==> src/rtl/lampboard_pkg.sv <==
// rtl/lampboard_pkg.sv - shared lamp map, FSM state type and lamp-count limit for lampboard_driver
package lampboard_pkg;

  localparam int MAX_LAMPS = 32;

  typedef enum logic {
    ST_IDLE = 1'b0,
    ST_LIT  = 1'b1
  } state_t;

  typedef struct packed {
    logic       ok;
    logic [4:0] idx;
  } lamp_map_t;

  // Expects an already upper-cased character; ok=0 for anything outside A..Z.
  function automatic lamp_map_t map_char(input logic [7:0] ch);
    lamp_map_t m;
    m.ok  = 1'b1;
    m.idx = 5'd0;
    case (ch)
      8'h41: m.idx = 5'd2;
      8'h42: m.idx = 5'd18;
      8'h43: m.idx = 5'd12;
      8'h44: m.idx = 5'd0;
      8'h45: m.idx = 5'd7;
      8'h46: m.idx = 5'd11;
      8'h47: m.idx = 5'd14;
      8'h48: m.idx = 5'd17;
      8'h49: m.idx = 5'd27;
      8'h4A: m.idx = 5'd20;
      8'h4B: m.idx = 5'd23;
      8'h4C: m.idx = 5'd26;
      8'h4D: m.idx = 5'd16;
      8'h4E: m.idx = 5'd21;
      8'h4F: m.idx = 5'd25;
      8'h50: m.idx = 5'd3;
      8'h51: m.idx = 5'd1;
      8'h52: m.idx = 5'd10;
      8'h53: m.idx = 5'd5;
      8'h54: m.idx = 5'd13;
      8'h55: m.idx = 5'd19;
      8'h56: m.idx = 5'd15;
      8'h57: m.idx = 5'd4;
      8'h58: m.idx = 5'd9;
      8'h59: m.idx = 5'd6;
      8'h5A: m.idx = 5'd8;
      default: m.ok = 1'b0;
    endcase
    return m;
  endfunction

endpackage

==> src/rtl/lamp_hold_timer.sv <==
// rtl/lamp_hold_timer.sv - load/countdown hold timer; expire is high on the last held cycle
module lamp_hold_timer #(
  parameter int HOLD_CYCLES = 50_000_000
) (
  input  logic clk,
  input  logic rst_n,
  input  logic load,
  input  logic clr,
  output logic expire
);

  localparam int TW = $clog2(HOLD_CYCLES + 1);

  logic [TW-1:0] count;

  always_ff @(posedge clk or negedge rst_n) begin
    if (!rst_n) begin
      count <= '0;
    end else if (clr) begin
      count <= '0;
    end else if (load) begin
      count <= TW'(HOLD_CYCLES);
    end else if (count != '0) begin
      count <= count - TW'(1);
    end
  end

  assign expire = (count == TW'(1));

endmodule

==> src/rtl/lampboard_driver.sv <==
// rtl/lampboard_driver.sv - one-hot lampboard driver with hold timer; LAMPBOARD_BLINK_EN adds lamp blinking
module lampboard_driver
  import lampboard_pkg::*;
#(
  parameter int NUM_LAMPS   = 26,
  parameter int HOLD_CYCLES = 50_000_000,
  parameter int BLINK_HALF  = 6_250_000
) (
  input  logic                 clk,
  input  logic                 rst_n,
  input  logic                 in_valid,
  input  logic [7:0]           in_char,
  output logic                 in_ready,
  input  logic                 clear,
  output logic [NUM_LAMPS-1:0] lamps,
  output logic                 busy,
  output logic                 err_invalid
);

  if (NUM_LAMPS < 26 || NUM_LAMPS > MAX_LAMPS) begin : g_bad_num_lamps
    $error("NUM_LAMPS out of range");
  end
  if (HOLD_CYCLES < 2) begin : g_bad_hold
    $error("HOLD_CYCLES must be at least 2");
  end
  if (BLINK_HALF < 1) begin : g_bad_blink
    $error("BLINK_HALF must be at least 1");
  end

  logic [7:0] folded;
  lamp_map_t  mapped;
  logic       mappable;
  logic       accept;
  logic       take;
  logic       expire;
  logic       lamp_on;
  logic [4:0] idx;
  state_t     state;
  state_t     state_nxt;

  assign folded   = (in_char >= 8'h61 && in_char <= 8'h7A) ? (in_char - 8'h20) : in_char;
  assign mapped   = map_char(folded);
  assign mappable = mapped.ok && (32'(mapped.idx) < NUM_LAMPS);
  assign in_ready = ~clear;
  assign accept   = in_valid & in_ready;
  assign take     = accept & mappable;

  lamp_hold_timer #(
    .HOLD_CYCLES(HOLD_CYCLES)
  ) u_timer (
    .clk   (clk),
    .rst_n (rst_n),
    .load  (take),
    .clr   (clear),
    .expire(expire)
  );

  always_ff @(posedge clk or negedge rst_n) begin
    if (!rst_n) state <= ST_IDLE;
    else        state <= state_nxt;
  end

  // A new character beats a simultaneous expiry; clear beats everything.
  always_comb begin
    state_nxt = state;
    case (state)
      ST_IDLE: if (take) state_nxt = ST_LIT;
      ST_LIT: begin
        if (take)        state_nxt = ST_LIT;
        else if (expire) state_nxt = ST_IDLE;
      end
      default: state_nxt = ST_IDLE;
    endcase
    if (clear) state_nxt = ST_IDLE;
  end

  always_ff @(posedge clk or negedge rst_n) begin
    if (!rst_n) begin
      idx         <= 5'd0;
      err_invalid <= 1'b0;
    end else begin
      if (take) idx <= mapped.idx;
      err_invalid <= accept & ~mappable;
    end
  end

`ifdef LAMPBOARD_BLINK_EN
  localparam int BW = (BLINK_HALF > 1) ? $clog2(BLINK_HALF) : 1;

  logic [BW-1:0] blink_cnt;
  logic          blink_on;

  always_ff @(posedge clk or negedge rst_n) begin
    if (!rst_n) begin
      blink_cnt <= '0;
      blink_on  <= 1'b0;
    end else if (clear) begin
      blink_cnt <= '0;
      blink_on  <= 1'b0;
    end else if (take) begin
      blink_cnt <= '0;
      blink_on  <= 1'b1;
    end else if (state == ST_LIT) begin
      if (blink_cnt == BW'(BLINK_HALF - 1)) begin
        blink_cnt <= '0;
        blink_on  <= ~blink_on;
      end else begin
        blink_cnt <= blink_cnt + BW'(1);
      end
    end
  end

  assign lamp_on = blink_on;
`else
  assign lamp_on = 1'b1;
`endif

  assign busy  = (state == ST_LIT);
  assign lamps = (busy && lamp_on) ? (NUM_LAMPS'(1) << idx) : '0;

endmodule

==> config.mk <==
export PLATFORM = sky130hd
export DESIGN_NAME = lampboard_driver
export DESIGN_NICKNAME = d
export VERILOG_FILES = /design/src/rtl/lampboard_pkg.sv /design/src/rtl/lamp_hold_timer.sv /design/src/rtl/lampboard_driver.sv
export SDC_FILE = /design/constraint.sdc
export NUM_CORES = 1
export LEC_CHECK = 0
export BUFFER_PORTS_ARGS = -buffer_cell sky130_fd_sc_hd__buf_2
export CORE_ASPECT_RATIO = 1.4
export CORE_UTILIZATION = 30
export DETAILED_ROUTE_END_ITERATION = 8
export GPL_ROUTABILITY_DRIVEN = 0
export MAX_ROUTING_LAYER = met4
export SYNTH_ARGS = -nofsm -noshare
export SYNTH_HDL_FRONTEND = slang
export SYNTH_SLANG_ARGS = --single-unit
==> constraint.sdc <==
create_clock -name clk -period 1.8 [get_ports clk]
set_input_delay 0.36 -clock clk [delete_from_list [all_inputs] [get_ports clk]]
set_output_delay 0.36 -clock clk [all_outputs]
set_load 0.02 [all_outputs]
==> results.cfg <==
[synthesis]
yosysSeqAreaShare = 0.345
synth-edff-count = 0
synth_cell_types = 51
synth_fp_nets = 319
yosysTopAreaCell = dfrtp_1
ys_seq_elements = 33
synthCells = 304
synth_area_leaders = dfrtp_1 (34%), nor2_1 (8.0%), o21ai_0 (5.2%)
avgSynthCellArea_um2 = 7.88
synth_area_um2 = 2400
ys_warn_count = 0
async_reset_ff_frac = 1.00
synth_top_area_frac = 0.345
dominantRegCellSynth = dfrtp_1

[global_routing]
grt_max_degree = 34
antenna_found_initial = 0
grt-ovfl-total = 0
gr-usage-all-layers = 0.176
grt_pass1_wl_um = 11600
grt_pass1_vias = 2634

[drt]
drcViolationCount = 0
postRouteAntennaNets = 0
totalWireLength_um = 7170
drtIter0Drc = 108
dr.pass1.iters = 4
via_per_inst = 5.08
routedWlPerCell_um = 13.6
vias = 2672

[placement]
io_buffers = 40
place_inst = 502
dp_hpwl_um = 5180
dpl-instance-area_um2 = 3260

[critical_path]
arrival_ns = 2.07
worst_ep_required_time_ns = 1.96
slowest_stage = or4_4
startpoint_type = input pin
slowest_delay_ns = 0.55
crit_path_end_kind = register
crit_path_max_fanout = 4
path_class = input pin to register
worstPathCellList = buf_12 > inv_12 > ha_4 > o21ai_2 > nand3b_1 > or4_4 > a41o_4 > mux2_4

[finish]
area_growth_pct = 57.9
finalNonFillerCells = 526
mostFrequentLayoutCell = buf_4
multi_input_area_um2 = 1700
nFillCells = 753
antennaDiodeCount = 0
fin_area_um2 = 3780
ff_latch_area_um2 = 828
fin_util = 0.488
drive_gt1_frac = 0.451
final_cell_mix = buf_4 (90), nor2_1 (49), buf_2 (32), dfrtp_1 (31), nand2_1 (24)
fin_nets = 440

[sta]
setup_viol = 11
hold_viol_final = 0
slew_viol_final = 0
hold_ws_ns = 0.139
min_period_ns = 1.91
rsz0062_at_grt = yes
worst_slew_pin_slew_ns = 0.750
fin_ws_ns = -0.109
slew_headroom = 0.500
clock.fmax_mhz = 524
skew_ns = 0.00858
min_period_over_period = 1.06

[die]
fp.dieW_um = 77.5
rows = 38
die-area_um2 = 8350
die_h_um = 108
start_util = 0.309
core_area_um2 = 7750
io_pins = 41

[pwr]
leakage_nw = 1.74
ir_drop_mv = 0.762
power_density_nw_per_um2 = 1400

[outcome]
violations = negative setup slack
status = complete, but fails checks

[clock_network]
cts_tree = done
numClockSinks = 33
hold_buffers = 0
cts_buffers = 5
cts_max_path_buffers = 2
clk_pin_slew_worst_paths_ns = 0.06
clock_latency_ns = 0.28
htreeDepth = 2
clock-root-buffer = clkbuf_8

[job]
max_cap_violations = 0

[worst_hold_path]
hp-class = input pin to async pin
-- report_power, final --
group / internal (mW) / switching [mW]
sequential: 0.971 / 0.217
combinational: 1.82 / 1.68
clock: 0.346 / 0.276
-- cells in the mapped netlist (all sizes together), types with 3 or more instances --
master  instances
a211o           3
a211oi          3
a21oi          10
buf             8
clkbuf         11
dfrtp          33
ha              3
inv             9
nand2          25
nand2b          7
nand3           9
nand3b          3
nand4           4
nor2           51
nor2b           5
nor3           23
nor3b           7
nor4            9
o21ai          27
or3             6
xnor2          11
xor2            9
-- worst paths after layout --
kind / slack, ns / cells past startpoint / end / from
setup / recovery: -0.11 / 8 / idx[0]$_DFFE_PN0P_ / in_char[6]
hold / removal: 0.14 / 1 / u_timer.count[11]$_DFFE_PN0P_ / rst_n
setup reg to reg: -0.03 / 9 / u_timer.count[18]$_DFFE_PN0P_ / u_timer.count[0]$_DFFE_PN0P_
hold reg to reg: 0.58 / 1 / idx[0]$_DFFE_PN0P_ / idx[0]$_DFFE_PN0P_
max in group asynchronous: 1.14 / 1 / idx[3]$_DFFE_PN0P_ / rst_n
min in group clk: 0.42 / 4 / err_invalid$_DFF_PN0_ / in_valid
-- cell families (layout without fill, tap and decap cells) --
| logic type | count (synthesis) | after routing | share of synthesized area |
|---|---|---|---|
| simple gates | 157 | 157 | 0.336 |
| compound gates | 60 | 60 | 0.166 |
| buf+inv | 28 | 150 | 0.0501 |
| flops | 33 | 33 | 0.345 |
| mux | 3 | 3 | 0.0146 |
| fa+ha+maj | 3 | 3 | 0.0157 |
| xor+xnor | 20 | 20 | 0.0731 |
-- registers in the layout, summed over array words and instances (netlist names) --
signal / cells
u_timer.count: 26
err_invalid: 1
busy: 1
idx: 5
-- repair_timing --
| action | CTS | global route |
|---|---|---|
| setup endpoints to repair | 29 | 40 |
| pin swaps | 7 | 13 |
| hold endpoints to repair | 0 | 0 |
| resized for setup | 31 | 42 |
| buffers inserted | 6 | 10 |
-- layer usage --
layer  vias up  wire, um  GRT usage
met5         -         0          -
met4         0       165     0.0620
met3        17       164     0.0280
met2        48      3940      0.331
met1      1296      2900      0.184
li1       1311         -          -
-- stage by stage --
stage | power (mW) | setup slack, ns | setup TNS [ns]
4_1_cts | 4.95 | -0.0677 | -0.183
5_1_grt | 5.71 | -0.125 | -2.13
2_1_floorplan | 2.73 | -0.393 | -4.31
6_report | 5.30 | -0.109 | -0.192
3_5_place_dp | 4.06 | -0.537 | -11.12
3_3_place_gp | 4.00 | -0.519 | -10.66
-- worst max-delay path: cells and delay by family --
kind | cells | cell delay (ns)
and+or+nand+nor | 2 | 0.67
AOI/OAI and AO/OA | 2 | 0.40
muxes | 1 | 0.30
adders and majority gates | 1 | 0.19
buffers and inverters | 2 | 0.15
-- final cells by class --
cell class                      instances  area share
Timing Repair Buffer                  133       0.260
Tap cell                              100      0.0331
Multi-Input combinational cell        243       0.448
Sequential cell                        33       0.219
Inverter                                9      0.0129
Clock inverter                          1     0.00132
Clock buffer                            7      0.0255
Note: power is estimated with default switching activity, not from simulation.
